File: src/rtl/bridge_pkg.sv
// Shared constants for the AHB-to-APB bridge: transfer codes, peripheral address map
// and one-hot select encodings.
package bridge_pkg;

  localparam int unsigned AddrWidth = 32;
  localparam int unsigned DataWidth = 32;
  localparam int unsigned SelWidth  = 3;

  localparam logic [1:0] HTRANS_IDLE   = 2'b00;
  localparam logic [1:0] HTRANS_BUSY   = 2'b01;
  localparam logic [1:0] HTRANS_NONSEQ = 2'b10;
  localparam logic [1:0] HTRANS_SEQ    = 2'b11;

  // Three contiguous 64 MiB peripheral windows; SLV_END is exclusive.
  localparam logic [AddrWidth-1:0] SLV0_BASE = 32'h8000_0000;
  localparam logic [AddrWidth-1:0] SLV1_BASE = 32'h8400_0000;
  localparam logic [AddrWidth-1:0] SLV2_BASE = 32'h8800_0000;
  localparam logic [AddrWidth-1:0] SLV_END   = 32'h8C00_0000;

  localparam logic [SelWidth-1:0] SEL_NONE = 3'b000;
  localparam logic [SelWidth-1:0] SEL_SLV0 = 3'b001;
  localparam logic [SelWidth-1:0] SEL_SLV1 = 3'b010;
  localparam logic [SelWidth-1:0] SEL_SLV2 = 3'b100;

endpackage

File: src/rtl/bridge_addr_decode.sv
// Address-to-peripheral decoder: maps an AHB address onto a one-hot APB select.
module bridge_addr_decode
  import bridge_pkg::*;
(
  input  logic [AddrWidth-1:0] i_haddr,
  output logic [SelWidth-1:0]  o_sel
);

  always_comb begin
    o_sel = SEL_NONE;
    if (i_haddr >= SLV0_BASE && i_haddr < SLV1_BASE) begin
      o_sel = SEL_SLV0;
    end else if (i_haddr >= SLV1_BASE && i_haddr < SLV2_BASE) begin
      o_sel = SEL_SLV1;
    end else if (i_haddr >= SLV2_BASE && i_haddr < SLV_END) begin
      o_sel = SEL_SLV2;
    end
  end

endmodule

File: src/rtl/ahb_slave_interface.sv
// AHB-side front end of the AHB-to-APB bridge: two-stage address/data pipeline,
// transfer qualification and peripheral select decode.
module ahb_slave_interface
  import bridge_pkg::*;
(
  input  logic                 hclk,
  input  logic                 hresetn,
  input  logic                 hwrite,
  input  logic                 hready_in,
  input  logic [1:0]           htrans,
  input  logic [AddrWidth-1:0] haddr,
  input  logic [DataWidth-1:0] hwdata,
  output logic                 valid,
  output logic [AddrWidth-1:0] haddr_0,
  output logic [AddrWidth-1:0] haddr_1,
  output logic [DataWidth-1:0] hwdata_0,
  output logic [DataWidth-1:0] hwdata_1,
  output logic                 hwrite_reg,
  output logic [SelWidth-1:0]  temp_sel
);

  logic [AddrWidth-1:0] r_haddr_0, r_haddr_1;
  logic [DataWidth-1:0] r_hwdata_0, r_hwdata_1;
  logic                 r_hwrite;
  logic                 w_trans_active;
  logic                 w_addr_in_range;

  // Free-running pipeline: the APB FSM picks the stage it needs, so no enable.
  always_ff @(posedge hclk or negedge hresetn) begin
    if (!hresetn) begin
      r_haddr_0  <= '0;
      r_haddr_1  <= '0;
      r_hwdata_0 <= '0;
      r_hwdata_1 <= '0;
      r_hwrite   <= 1'b0;
    end else begin
      r_haddr_0  <= haddr;
      r_haddr_1  <= r_haddr_0;
      r_hwdata_0 <= hwdata;
      r_hwdata_1 <= r_hwdata_0;
      r_hwrite   <= hwrite;
    end
  end

  always_comb begin
    w_trans_active  = (htrans == HTRANS_NONSEQ) || (htrans == HTRANS_SEQ);
    w_addr_in_range = (haddr >= SLV0_BASE) && (haddr < SLV_END);
    valid           = hresetn && hready_in && w_trans_active && w_addr_in_range;
  end

  bridge_addr_decode u_addr_decode (
    .i_haddr (haddr),
    .o_sel   (temp_sel)
  );

  assign haddr_0    = r_haddr_0;
  assign haddr_1    = r_haddr_1;
  assign hwdata_0   = r_hwdata_0;
  assign hwdata_1   = r_hwdata_1;
  assign hwrite_reg = r_hwrite;

endmodule

File: config.mk
export PLATFORM = sky130hd
export DESIGN_NAME = ahb_slave_interface
export DESIGN_NICKNAME = d
export VERILOG_FILES = /design/src/rtl/bridge_pkg.sv /design/src/rtl/bridge_addr_decode.sv /design/src/rtl/ahb_slave_interface.sv
export SDC_FILE = /design/constraint.sdc
export NUM_CORES = 1
export LEC_CHECK = 0
export BUFFER_PORTS_ARGS = -buffer_cell sky130_fd_sc_hd__buf_2
export CAP_MARGIN = 30
export CORE_ASPECT_RATIO = 1.1
export CORE_MARGIN = 2
export CORE_UTILIZATION = 41
export DETAILED_ROUTE_END_ITERATION = 10
export GPL_TIMING_DRIVEN = 0
export HOLD_SLACK_MARGIN = 0.03
export PLACE_DENSITY = 0.76
export RECOVER_POWER = 25
export SETUP_SLACK_MARGIN = 0.5
export SYNTH_ARGS = -nofsm -noshare
export SYNTH_HDL_FRONTEND = slang
export SYNTH_SLANG_ARGS = --single-unit
File: constraint.sdc
create_clock -name hclk -period 1.6 [get_ports hclk]
set_clock_uncertainty 0.15 [all_clocks]
set_input_delay 0.32 -clock hclk [delete_from_list [all_inputs] [get_ports hclk]]
set_output_delay 0.32 -clock hclk [all_outputs]
set_load 0.02 [all_outputs]
==> flow_metrics.py <==
metrics = {
    "outcome": {
        "status": "finished, violations left",
        "violations": "negative hold slack, negative setup slack",
    },
    "sta": {
        "setup_viol": 4,
        "worst_pin_slew_ns": 1.242,
        "hold_viol": 65,
        "tns_ns": -1.518,
        "setup_slack_ns": -0.4748,
        "maxSlewViolCount": 0,
        "post-route-min-period_ns": 2.075,
        "whs_ns": -0.5078,
        "fmax_ghz": 0.4820,
        "post-route-period-util_pct": 129.7,
        "max-slew-margin-rel_pct": 17.22,
        "rsz0062_at_grt": "yes",
    },
    "cts": {
        "root_buffer": "clkbuf_8",
        "clk_pin_slew_ns": 0.08,
        "cts_tree": "yes",
        "numCtsBuffers": 17,
        "postCtsHoldBufs": 65,
        "clock-sinks": 129,
        "htree_levels": 4,
        "clk_latency_ns": 0.52,
        "cts_buffer_depth": 2,
    },
    "critical_path": {
        "critPathLaunchType": "input pin",
        "path_max_fanout": 4,
        "timing.rr.end": "haddr_1[10]$_DFF_PN0_",
        "ff2ff_path_depth": 2,
        "regToRegSetupSlack_ns": 0.66,
        "cp-end-kind": "output pin",
        "path_class": "input pin to output pin",
        "r2r-start": "haddr_0[10]$_DFF_PN0_",
        "cp.required_ns": 1.13,
        "cp.arrival_ns": 1.60,
    },
    "drt": {
        "viasPerCell": 4.613,
        "drc_errors": 0,
        "first_pass_iters": 4,
        "vias": 2745,
        "drt_iter0_drc": 136,
        "wl_per_cell_um": 25.36,
        "ant_nets": 0,
        "drt_wl_total_um": 15090,
    },
    "layout": {
        "fillCellCount": 286,
        "utilization_pct": 88.74,
        "syn_to_final_growth_pct": 111.8,
        "fin_nets": 543,
        "fin_cells": 595,
        "drive_gt1_share_pct": 59.47,
        "postLayoutCellArea_sq_um": 6984,
    },
    "global_route": {
        "grt_max_degree": 48,
        "antenna_found_initial": 1,
        "grtUsageTotal_pct": 31.36,
        "grt_pass1_vias": 2957,
        "grt-ovfl-total": 0,
        "grt_pass1_wl_um": 18690,
    },
    "flow_run": {
        "drv_cap": 0,
    },
    "synthesis": {
        "synth_area_sq_um": 3297,
        "avgSynthCellArea_sq_um": 24.24,
        "netlist.area_leader.share_pct": 97.91,
        "synth_xor_area_share_pct": 0,
        "syn-num-nets": 206,
        "synth_top_area_cell": "dfrtp_1",
        "yosys-top-cells-area": "dfrtp_1 98%, a2111oi_4 0.83%, nor3b_1 0.46%, or4b_4 0.42%, nor3_1 0.15%",
        "ys_ff_latch": 129,
        "ys_seq_area_share_pct": 97.91,
        "yosys.area_share.adder_pct": 0,
        "yosys.area_share.simple_pct": 1.139,
        "postSynthCellCount": 136,
        "synthMuxAreaShare_pct": 0,
        "ys_types": 7,
        "synth_top_family_by_area": "simple AND/OR/NAND/NOR gates",
        "yosys_warnings": 0,
        "synth-compound-area-share_pct": 0.8349,
    },
    "floorplan": {
        "placementRows": 34,
        "die_y_um": 98.05,
        "start_util_pct": 41.89,
        "die_w_um": 89.50,
        "dieArea_sq_um": 8775,
        "core_sq_um": 7870,
        "io_pins": 203,
    },
    "min_path": {
        "hold_class": "input pin to asynchronous set/reset pin",
    },
    "power_and_ir_drop": {
        "p_leak_nw": 3.422,
        "vdd.ir_drop.worst_uv": 1038,
        "p_per_area_nw_per_um2": 1235,
    },
    "placement": {
        "dp_cells": 446,
        "io_buffers": 201,
        "postPlaceCellArea_sq_um": 4493,
        "dp_hpwl_um": 5651,
        "gp_congestion": 0.6874,
    },
}
## worst max path at each step
stage,slack [ns],endpoint,cells past startpoint,from
finish,-0.47,valid,4,haddr[28]
floorplan,-0.13,temp_sel[1],2,haddr[30]
detailed placement,-0.70,valid,5,hresetn
global route,-0.50,valid,4,haddr[28]
global placement,-2.10,valid,4,hresetn
CTS,-0.31,valid,4,haddr[28]
## routing by layer
metal	GRT usage, %	vias to the layer above	share of wire, %
li1	-	1108	-
met1	35.30	1418	37
met2	50.26	183	51
met3	13.19	36	9.1
met4	16.30	0	3.1
met5	0	-	0
## cells in the final DEF, fill, tap and decap left out, types with 2 or more instances in the layout
cell             n
buf_16           2
clkinv_4         4
buf_2           65
bufinv_16        3
clkbuf_1         2
dlygate4sd3_1   65
inv_6            2
buf_6          133
dfrtp_1        129
buf_4           51
clkbuf_16       16
clkinvlp_4       3
## stage by stage
stage          worst slack (ns)  power [mW]
2_1_floorplan           -0.1260       3.774
3_3_place_gp             -2.099       4.096
3_5_place_dp            -0.6981       4.126
4_1_cts                 -0.3051       8.403
5_1_grt                 -0.4950       8.880
6_report                -0.4748       8.626
## synth_stat cells
| cell | count |
|---|---|
| a2111oi_4 | 1 |
| inv_1 | 1 |
| nor3_1 | 1 |
| or4b_4 | 1 |
| nor3b_1 | 2 |
| nand2_1 | 1 |
| dfrtp_1 | 129 |
## logic make-up (layout without fill, tap and decap cells)
group           after synthesis  in the layout
flops                       129            129
simple gates                  5              5
compound gates                1              1
buf+inv                       1            351
other cells                   0              1
## critical path, stage by stage
cell and delay (ns):
buf_6 0.09, or4b_4 0.62, a2111oi_4 0.33, buf_4 0.23
## layout make-up
type                            count  area [sq um]  area share, %
Clock buffer                       18         417.9          5.984
Inverter                            1         3.754        0.05374
Sequential cell                   129          3228          46.22
Timing Repair Buffer              318          2920          41.81
Antenna cell                        1         2.502        0.03583
Tap cell                          108         135.1          1.935
Multi-Input combinational cell      6         95.09          1.362
Clock inverter                     14         181.4          2.598
## power breakdown
group | switching (mW) | total (mW) | internal [mW] | leakage [nW]
clock network | 1.60 | 4.00 | 2.40 | 0.284
registers | 0.136 | 3.57 | 3.43 | 1.50
logic | 0.495 | 1.06 | 0.564 | 1.63
total | 2.23 | 8.63 | 6.40 | 3.42
## repair_timing
action	4_1_cts	5_1_grt
gates cloned	2	0
setup buffers	20	29
pin swaps	3	1
resized for setup	267	4
endpoints found under the hold margin	194	129
setup endpoints to repair	133	133
No activity file was read; power rests on OpenSTA's default activity.
